## src/rtl/mult_div_unit_pkg.sv

```systemverilog
// mult_div_unit_pkg: shared state encoding and constants for the multiply/divide unit.
package mult_div_unit_pkg;
  typedef enum logic [1:0] {ST_IDLE, ST_MUL, ST_DIV, ST_DONE} state_t;
  localparam int MDU_ITER = 32;
  localparam logic [31:0] INT_MIN = 32'h8000_0000;
endpackage

```

## src/rtl/mult_div_unit_addsub33.sv

```systemverilog
// mdu_addsub33: 33-bit two's complement add/subtract shared by the multiply and divide paths.
module mdu_addsub33 (
  input  logic [32:0] i_a,
  input  logic [32:0] i_b,
  input  logic        i_sub,
  output logic [32:0] o_sum
);
  assign o_sum = i_sub ? i_a - i_b : i_a + i_b;
endmodule

```

## src/rtl/mult_div_unit.sv

```systemverilog
// mult_div_unit: 32-cycle signed Booth multiply / restoring divide over one shared 33-bit adder.
module mult_div_unit
  import mult_div_unit_pkg::*;
#(
  parameter int WIDTH = 32
) (
  input  logic             clock,
  input  logic             reset_n,
  input  logic             ctrl_MULT,
  input  logic             ctrl_DIV,
  input  logic [WIDTH-1:0] data_operandA,
  input  logic [WIDTH-1:0] data_operandB,
  output logic [WIDTH-1:0] data_result,
  output logic             data_exception,
  output logic             data_resultRDY
);
  state_t      r_state, w_next;
  logic [5:0]  r_cnt;
  logic [32:0] r_acc, r_m;
  logic [31:0] r_q, r_result;
  logic        r_qm1, r_neg, r_dbz, r_ovf, r_exc, r_rdy;
  logic        w_start, w_mul, w_busy, w_fin, w_iter, w_sub;
  logic [32:0] w_shl, w_a, w_sum, w_sel;
  logic [31:0] w_abs_a, w_abs_b, w_quo;

  assign w_start = ctrl_MULT | ctrl_DIV;

  always_ff @(posedge clock or negedge reset_n)
    if (!reset_n) r_state <= ST_IDLE;
    else          r_state <= w_next;

  always_comb begin
    w_next = r_state;
    if (w_start)                 w_next = ctrl_MULT ? ST_MUL : ST_DIV;
    else if (r_state == ST_DONE) w_next = ST_IDLE;
    else if (w_fin)              w_next = ST_DONE;
  end

  always_comb begin
    w_mul  = r_state == ST_MUL;
    w_busy = w_mul | (r_state == ST_DIV);
    w_fin  = w_busy & (r_cnt == 6'(MDU_ITER));
    w_iter = w_busy & ~w_fin;
  end

  // MUL adds/subtracts into acc; DIV trial-subtracts |B| from the left-shifted remainder
  assign w_shl   = {r_acc[31:0], r_q[31]};
  assign w_a     = w_mul ? r_acc : w_shl;
  assign w_sub   = w_mul ? (r_q[0] & ~r_qm1) : 1'b1;
  assign w_sel   = (w_mul & (r_q[0] == r_qm1)) ? r_acc : w_sum;
  assign w_abs_a = data_operandA[31] ? -data_operandA : data_operandA;
  assign w_abs_b = data_operandB[31] ? -data_operandB : data_operandB;
  assign w_quo   = r_neg ? -r_q : r_q;

  mdu_addsub33 u_addsub (
    .i_a  (w_a),
    .i_b  (r_m),
    .i_sub(w_sub),
    .o_sum(w_sum)
  );

  always_ff @(posedge clock or negedge reset_n)
    if (!reset_n) begin
      r_cnt    <= '0;
      r_acc    <= '0;
      r_m      <= '0;
      r_q      <= '0;
      r_qm1    <= 1'b0;
      r_neg    <= 1'b0;
      r_dbz    <= 1'b0;
      r_ovf    <= 1'b0;
      r_result <= '0;
      r_exc    <= 1'b0;
      r_rdy    <= 1'b0;
    end else begin
      r_rdy <= 1'b0;
      if (w_start) begin
        r_cnt <= '0;
        r_acc <= '0;
        r_qm1 <= 1'b0;
        r_m   <= ctrl_MULT ? {data_operandA[31], data_operandA} : {1'b0, w_abs_b};
        r_q   <= ctrl_MULT ? data_operandB : w_abs_a;
        r_neg <= data_operandA[31] ^ data_operandB[31];
        r_dbz <= data_operandB == '0;
        r_ovf <= (data_operandA == INT_MIN) & (data_operandB == '1);
      end else if (w_iter) begin
        r_cnt <= r_cnt + 6'd1;
        r_acc <= w_mul ? {w_sel[32], w_sel[32:1]} : (w_sum[32] ? w_shl : w_sum);
        r_q   <= w_mul ? {w_sel[0], r_q[31:1]} : {r_q[30:0], ~w_sum[32]};
        r_qm1 <= r_q[0];
      end else if (w_fin) begin
        r_rdy    <= 1'b1;
        r_result <= w_mul ? r_q : (r_dbz ? '0 : w_quo);
        r_exc    <= w_mul ? (r_acc[31:0] != {32{r_q[31]}}) : (r_dbz | r_ovf);
      end
    end

  assign data_result    = r_result;
  assign data_exception = r_exc;
  assign data_resultRDY = r_rdy;
endmodule
```

## config.mk

```make
export PLATFORM = sky130hd
export DESIGN_NAME = mult_div_unit
export DESIGN_NICKNAME = d
export VERILOG_FILES = /design/src/rtl/mult_div_unit_pkg.sv /design/src/rtl/mult_div_unit_addsub33.sv /design/src/rtl/mult_div_unit.sv
export SDC_FILE = /design/constraint.sdc
export NUM_CORES = 1
export LEC_CHECK = 0
export ABC_CLOCK_PERIOD_IN_PS = 6900
export BUFFER_PORTS_ARGS = -buffer_cell sky130_fd_sc_hd__buf_2
export CAP_MARGIN = 40
export CORE_UTILIZATION = 55
export DETAILED_ROUTE_END_ITERATION = 8
export GPL_TIMING_DRIVEN = 1
export HOLD_SLACK_MARGIN = 0.03
export PLACE_DENSITY = 0.84
export SETUP_SLACK_MARGIN = 0.1
export SYNTH_ARGS = -nofsm -noshare
export SYNTH_HDL_FRONTEND = slang
export SYNTH_HIERARCHICAL = 1
export SYNTH_SLANG_ARGS = --single-unit
```

## constraint.sdc

```tcl
create_clock -name clock -period 6.9 [get_ports clock]
set_clock_uncertainty 0.2 [all_clocks]
set_input_delay 0.345 -clock clock [delete_from_list [all_inputs] [get_ports clock]]
set_output_delay 0.345 -clock clock [all_outputs]
set_load 0.005 [all_outputs]
```

==> results of run 1 <==
## power by group through the flow
stage	combinational [uW]	clock, uW	sequential, uW
finish	1410	943	1050
global route	1540	984	1050
CTS	1390	952	1040
detailed placement	1370	0	1050
global placement	1320	0	1050
floorplan	1080	0	992
## routing by layer
layer,track usage (%),share of wire (%),up-vias
met1,45.37,41,6679
li1,-,-,6352
met3,6.217,11,134
met2,49.34,44,856
met4,14.47,3.5,0
met5,0,0,-
## state kept, by name, summed over array words and instances (netlist names)
name	cells
r_neg	1
r_state	2
r_acc	33
r_cnt	6
data_resultRDY	1
r_m	33
r_q	32
data_exception	1
data_result	32
r_ovf	1
r_dbz	1
r_qm1	1
## area by class of cell
cell class / count / area share [%]
timing repair buffer: 144 / 6.549
clock buffer: 17 / 2.855
tap: 324 / 2.720
clock inverter: 15 / 1.058
sequential: 144 / 24.18
multi-input combinational: 1349 / 61.46
inverter: 45 / 1.133
antenna: 3 / 0.05037
## logic make-up after synthesis
group,Yosys count,share of synthesized area (%)
AND/OR/NAND/NOR,566,21.87
AO/OA/AOI/OAI,522,26.07
buffers and inverters,180,5.786
flip-flops,144,26.66
multiplexers,118,9.100
XOR/XNOR,100,6.480
adder cells (fa/ha/maj),43,4.036
## how the worst min path moves through the flow
stage / end / startpoint
3_5_place_dp: r_cnt[2] / reset_n
4_1_cts: r_q[6] / data_operandB[6]
6_report: r_m[18] / data_operandA[18]
3_3_place_gp: r_cnt[2] / reset_n
5_1_grt: r_q[6] / data_operandB[6]
2_1_floorplan: data_exception / reset_n
## worst register-to-register path, stage by stage (launching register included)
cell and delay, ns:
dfrtp_1 0.42, or4_4 0.57, or3_4 0.37, nor3b_4 0.31, nand2_2 0.12, nor2_4 0.19
a21oi_1 0.10, xnor2_1 0.26, ha_1 0.37, a21o_1 0.21, a21o_1 0.17, a21o_1 0.18
a221oi_1 0.37, o21ai_0 0.15, a211oi_1 0.41, xnor2_2 0.25, buf_12 0.26, nor2b_1 0.08
a211oi_1 0.24, a211oi_1 0.08, a21oi_1 0.15, nor2_1 0.06
## stage by stage
stage	instances	power, uW	hold slack, ns
after floorplan	1673	2070	-0.1506
after global placement	1982	2369	0.2202
after detailed placement	1991	2424	0.2255
after CTS	2038	3379	0.03112
after global routing	2041	3579	0.03922
final	2041	3402	0.05782
## what timing repair did
item                      in CTS  in global routing
gates resized for setup        0                  0
setup buffers                  0                  0
hold buffers                  15                  0
hold endpoints to repair      85                  0
## synthesized netlist by cell type (21+ instances only)
| library cell | number | area share, % |
|---|---|---|
| a211oi_1 | 83 | 4.6 |
| a21oi_1 | 136 | 5.0 |
| a22oi_1 | 22 | 1.2 |
| a31oi_1 | 27 | 1.2 |
| clkbuf_1 | 103 | 2.9 |
| dfrtp_1 | 144 | 27 |
| ha_1 | 42 | 3.9 |
| inv_1 | 44 | 1.2 |
| mux2_2 | 39 | 3.2 |
| mux2i_1 | 79 | 5.9 |
| nand2_1 | 113 | 3.1 |
| nand3_1 | 35 | 1.3 |
| nand4_1 | 23 | 1.1 |
| nor2_1 | 152 | 4.2 |
| nor2b_1 | 43 | 2.0 |
| nor3_1 | 47 | 1.7 |
| nor4_1 | 26 | 1.2 |
| o21ai_0 | 85 | 3.1 |
| o41ai_1 | 21 | 1.4 |
| or3_1 | 27 | 1.2 |
| xnor2_1 | 71 | 4.6 |
| xor2_1 | 29 | 1.9 |
==> results_dict.tcl, run 1 <==
set metrics [dict create \
    async_reset_ff_share_pct 100.0 \
    synth_seq_cells 144 \
    clock-sinks 144 \
    die-width_um 158.8 \
    setup_viol 0 \
    layout_setup_ws_ns 1.201 \
    synth_fp_nets 1784 \
    report.final.slew_viol_count 0 \
    switching_power_uw 1411 \
    finalCritPeriodShare_pct 82.59 \
    io_buffers 101 \
    p_clk_share_pct 27.7 \
    cp-start-kind "flip-flop" \
    critPathMaxFanout 42 \
    final_common_cell "nor2_1" \
    hold_class "in -> reg" \
    place.gp.congestion 0.9798 \
    cts_max_path_buffers 2 \
    initial_core_util_pct 55.90 \
    netSwitchingFraction_pct 41.49 \
    core-area_um2 24180 \
    seqCellArea_um2 3603 \
    layout_common_cells "150 x nor2_1, 144 x dfrtp_1, 136 x a21oi_1, 113 x nand2_1, 100 x buf_2" \
    timing.rr.end "r_acc[28]" \
    drt-total-wl_um 42060 \
    hold_violations 0 \
    ant_nets 0 \
    layout-drive-gt1-share_pct 14.70 \
    path_depth 21 \
    crit_start "r_m[6]" \
    dieArea_um2 25200 \
    rows 57 \
    worst_pin_slew_ns 0.9087 \
    synth_seq_area_share_pct 26.66 \
    hpwl_um 29410 \
    placed_cell_area_um2 14160 \
    path_class "reg -> reg" \
    status "completed" \
    worstPathArrival_ns 5.79 \
    vias 14020 \
    avgViaCountPerCell 6.870 \
    n_fill_cell 2061 \
    synth_cell_types 90 \
    end_kind "flip-flop" \
    grt_pass1_wl_um 67190 \
    path_cells "or4_4 > or3_4 > nor3b_4 > nand2_2 > nor2_4 > a21oi_1 > xnor2_1 > ha_1 > a21o_1 > a21o_1 > a21o_1 > a221oi_1 > o21ai_0 > a211oi_1 > xnor2_2 > buf_12 > nor2b_1 > a211oi_1 > a211oi_1 > a21oi_1 > nor2_1" \
    cp-endpoint "r_acc[28]" \
    ff2ff_path_depth 21 \
    peakVddDrop_mv 0.1376 \
    drc 0 \
    drtIter0Drc 1920 \
    insertion_delay_ns 0.44 \
    pin_count 102 \
    cts_tree "yes" \
    max_stage_delay_ns 0.57 \
    die_height_um 158.8 \
    place_ws_ns 1.411 \
    setup-tns-final_ns 0 \
    synth_ff_type "dfrtp_1" \
    final_cell_area_um2 14900 \
    clkTransAtPathRegs_ns 0.07 \
    numCtsBuffers 17 \
    utilization_pct 61.64 \
    multiInputGateArea_um2 9159 \
    p_int_uw 1990 \
    power.density_nw_per_um2 228.2 \
    synth_edf_count 0 \
    r2r_slack_ns 1.20 \
    gr-total-overflow 0 \
    fmax_mhz 175.5 \
    htree_num_levels 4 \
    root_buffer "clkbuf_16" \
    finalCriticalPeriod_ns 5.699 \
    grt_antenna_before_repair 3 \
    whs_path_depth 3 \
    cp_top_family "compound AO/OA/AOI/OAI gates" \
    max-cap-violations 0 \
    p_seq_share_pct 30.7 \
    grt_pass1_vias 12740 \
    path_buf_inv 1 \
    cp.required_ns 6.99 \
    syn_area_um2 13520 \
    grt_max_degree 73 \
    gr-usage-all-layers_pct 32.73 \
    routedWlPerCell_um 20.61 \
    final_nets 1812 \
    relSlewSlack_pct 39.27 \
    power.leakage_uw 0.006240 \
    synth.avg_cell_area_um2 8.079 \
    cp_slowest_cell "or4_4" \
    syn_to_final_growth_pct 10.27 \
    rsz0062_at_grt "no" \
    syn-instance-count 1673 \
    dr.pass1.iters 6 \
    combPwrFrac_pct 41.5 \
    yosys_warnings 6 \
    reg2reg_from "r_m[6]" \
]
No activity file was read; power rests on OpenSTA's default activity.
==> run 2: changes to the inputs <==
- ABC_CLOCK_PERIOD_IN_PS: 6900 -> 5240
- PLACE_DENSITY: 0.84 -> 0.87
- clock period: 6.9 -> 5.24 ns (I/O delays scaled with it)
==> results_dict.tcl, run 2 (same netlist as run 1, synthesis figures left out) <==
set metrics [dict create \
    p_int_uw 2954 \
    cts_tree "yes" \
    path_class "reg -> reg" \
    syn_to_final_growth_pct 18.70 \
    setup_viol 4 \
    switching_power_uw 2096 \
    rsz0062_at_grt "yes" \
    worstPathArrival_ns 5.42 \
    final_nets 1889 \
    cp_slowest_cell "or4_4" \
    utilization_pct 66.36 \
    insertion_delay_ns 0.46 \
    fmax_mhz 188.5 \
    status "finished with violations" \
    place.gp.congestion 0.9956 \
    n_antenna_cell 0 \
    hold_violations 0 \
    ant_nets 0 \
    hpwl_um 30570 \
    final_cell_area_um2 16040 \
    top_regs "r_acc x33, r_m x33" \
    dr.pass1.iters 8 \
    drtIter0Drc 2099 \
    final_common_cell "nor2_1" \
    cts_max_path_buffers 2 \
    gr-total-overflow 0 \
    crit_top_cell "buf_6" \
    p_clk_share_pct 26.5 \
    pin_count 102 \
    layout-drive-gt1-share_pct 19.10 \
    drt-total-wl_um 47190 \
    clkTransAtPathRegs_ns 0.08 \
    cp.required_ns 5.35 \
    relSlewSlack_pct 35.18 \
    report.final.slew_viol_count 0 \
    max_stage_delay_ns 0.56 \
    htree_num_levels 4 \
    clock-sinks 144 \
    finalCritPeriodShare_pct 101.3 \
    worst_pin_slew_ns 0.9687 \
    grt_max_degree 87 \
    path_cells "or4_4 > or3_4 > nor3b_4 > buf_6 > nand2_4 > nor2_4 > buf_4 > a21oi_1 > xnor2_1 > ha_2 > buf_4 > and4_1 > and3_1 > a211oi_4 > buf_6 > xnor2_4 > buf_12 > buf_6 > nor2b_1 > a211oi_1 > a211oi_1 > a21oi_1 > nor2_1" \
    netSwitchingFraction_pct 41.51 \
    setup-tns-final_ns -0.09979 \
    dieArea_um2 25200 \
    placed_cell_area_um2 14330 \
    layout_setup_ws_ns -0.06602 \
    rows 57 \
    finalCriticalPeriod_ns 5.306 \
    numCtsBuffers 17 \
    peakVddDrop_mv 0.1752 \
    grt_pass1_vias 13700 \
    layout_common_cells "149 x nor2_1, 144 x dfrtp_1, 131 x a21oi_1, 112 x nand2_1, 101 x buf_2" \
    die-width_um 158.8 \
    cp-start-kind "flip-flop" \
    gr-usage-all-layers_pct 34.81 \
    root_buffer "clkbuf_16" \
    dp.cells 2013 \
    worst_hold_slack_ns 0.04636 \
    avgViaCountPerCell 7.074 \
    p_seq_share_pct 27.2 \
    io_buffers 101 \
    core-area_um2 24180 \
    critPathMaxFanout 8 \
    max-cap-violations 0 \
    stdcell_count 2115 \
    violations "setup timing" \
    routedWlPerCell_um 22.31 \
    drc 0 \
    end_kind "flip-flop" \
    power.leakage_uw 0.006733 \
    die_height_um 158.8 \
    grt_antenna_before_repair 1 \
    combPwrFrac_pct 46.3 \
    power.density_nw_per_um2 314.8 \
    grt_pass1_wl_um 71210 \
    vias 14960 \
    initial_core_util_pct 55.90 \
    hold_class "in -> reg" \
]
## run 2: cell count changes in the layout (fill, tap and decap cells not counted), moves of 5 or more
cell	previous run	this run
buf_6	2	10
a211oi_1	83	56
buf_12	2	7
dlygate4sd3_1	15	50
a21oi_2	1	6
buf_4	20	45
a211oi_2	0	25
a21oi_1	136	131
## run 2: layout make-up
| class | instances | area (um^2) |
|---|---|---|
| sequential | 144 | 3603 |
| clock buffer | 17 | 425.4 |
| inverter | 45 | 168.9 |
| fill | 1823 | 8134 |
| clock inverter | 15 | 197.7 |
| timing repair buffer | 220 | 1759 |
| tap | 324 | 405.4 |
| multi-input combinational | 1350 | 9483 |
## run 2: metrics by stage
stage,setup slack [ns],total power [uW]
4_1_cts,0.1285,4680
3_3_place_gp,-0.05459,3173
2_1_floorplan,0.09020,2726
3_5_place_dp,-0.2505,3254
5_1_grt,-0.2043,5232
6_report,-0.06602,5050
## run 2: worst max-delay path, delay by kind of cell (launching register included)
family,cells,cell delay [ns]
AO/OA/AOI/OAI,5,0.87
buffers and inverters,6,0.91
XOR/XNOR,2,0.41
AND/OR/NAND/NOR,9,2.01
adder cells (fa/ha/maj),1,0.37
flip-flops,1,0.38
## run 2: layer usage
| metal | global-route usage (%) | vias to the layer above | share of wire [%] |
|---|---|---|---|
| met5 | 0 | - | 0 |
| met4 | 19.06 | 0 | 5.3 |
| met3 | 5.904 | 254 | 12 |
| met2 | 53.13 | 1147 | 45 |
| met1 | 46.82 | 7087 | 39 |
| li1 | - | 6474 | - |
## run 2: path summary, 6_finish.rpt
kind	from	to	slack [ns]	cells past startpoint
min	data_operandB[26]	r_q[26]	0.05	3
max in group asynchronous	reset_n	r_q[9]	3.87	3
min reg2reg	data_result[12]	data_result[12]	0.28	2
max	r_m[4]	r_acc[13]	-0.07	23
max reg2reg	r_m[4]	r_acc[13]	-0.07	23
min in group asynchronous	reset_n	data_resultRDY	0.09	2
## run 2: repair_timing
item | CTS | global route
setup endpoints to repair | 33 | 34
hold buffers | 50 | 0
pin swaps | 6 | 46
buffers inserted | 5 | 9
endpoints found under the hold margin | 153 | 0
gates cloned | 1 | 5
gates resized for setup | 9 | 66
## run 2: power by group through the flow
stage               logic [uW]  clock network (uW)  registers [uW]
finish                    2340                1340            1380
detailed placement        1870                   0            1380
global route              2470                1370            1390
CTS                       1990                1320            1360
global placement          1800                   0            1370
floorplan                 1420                   0            1310
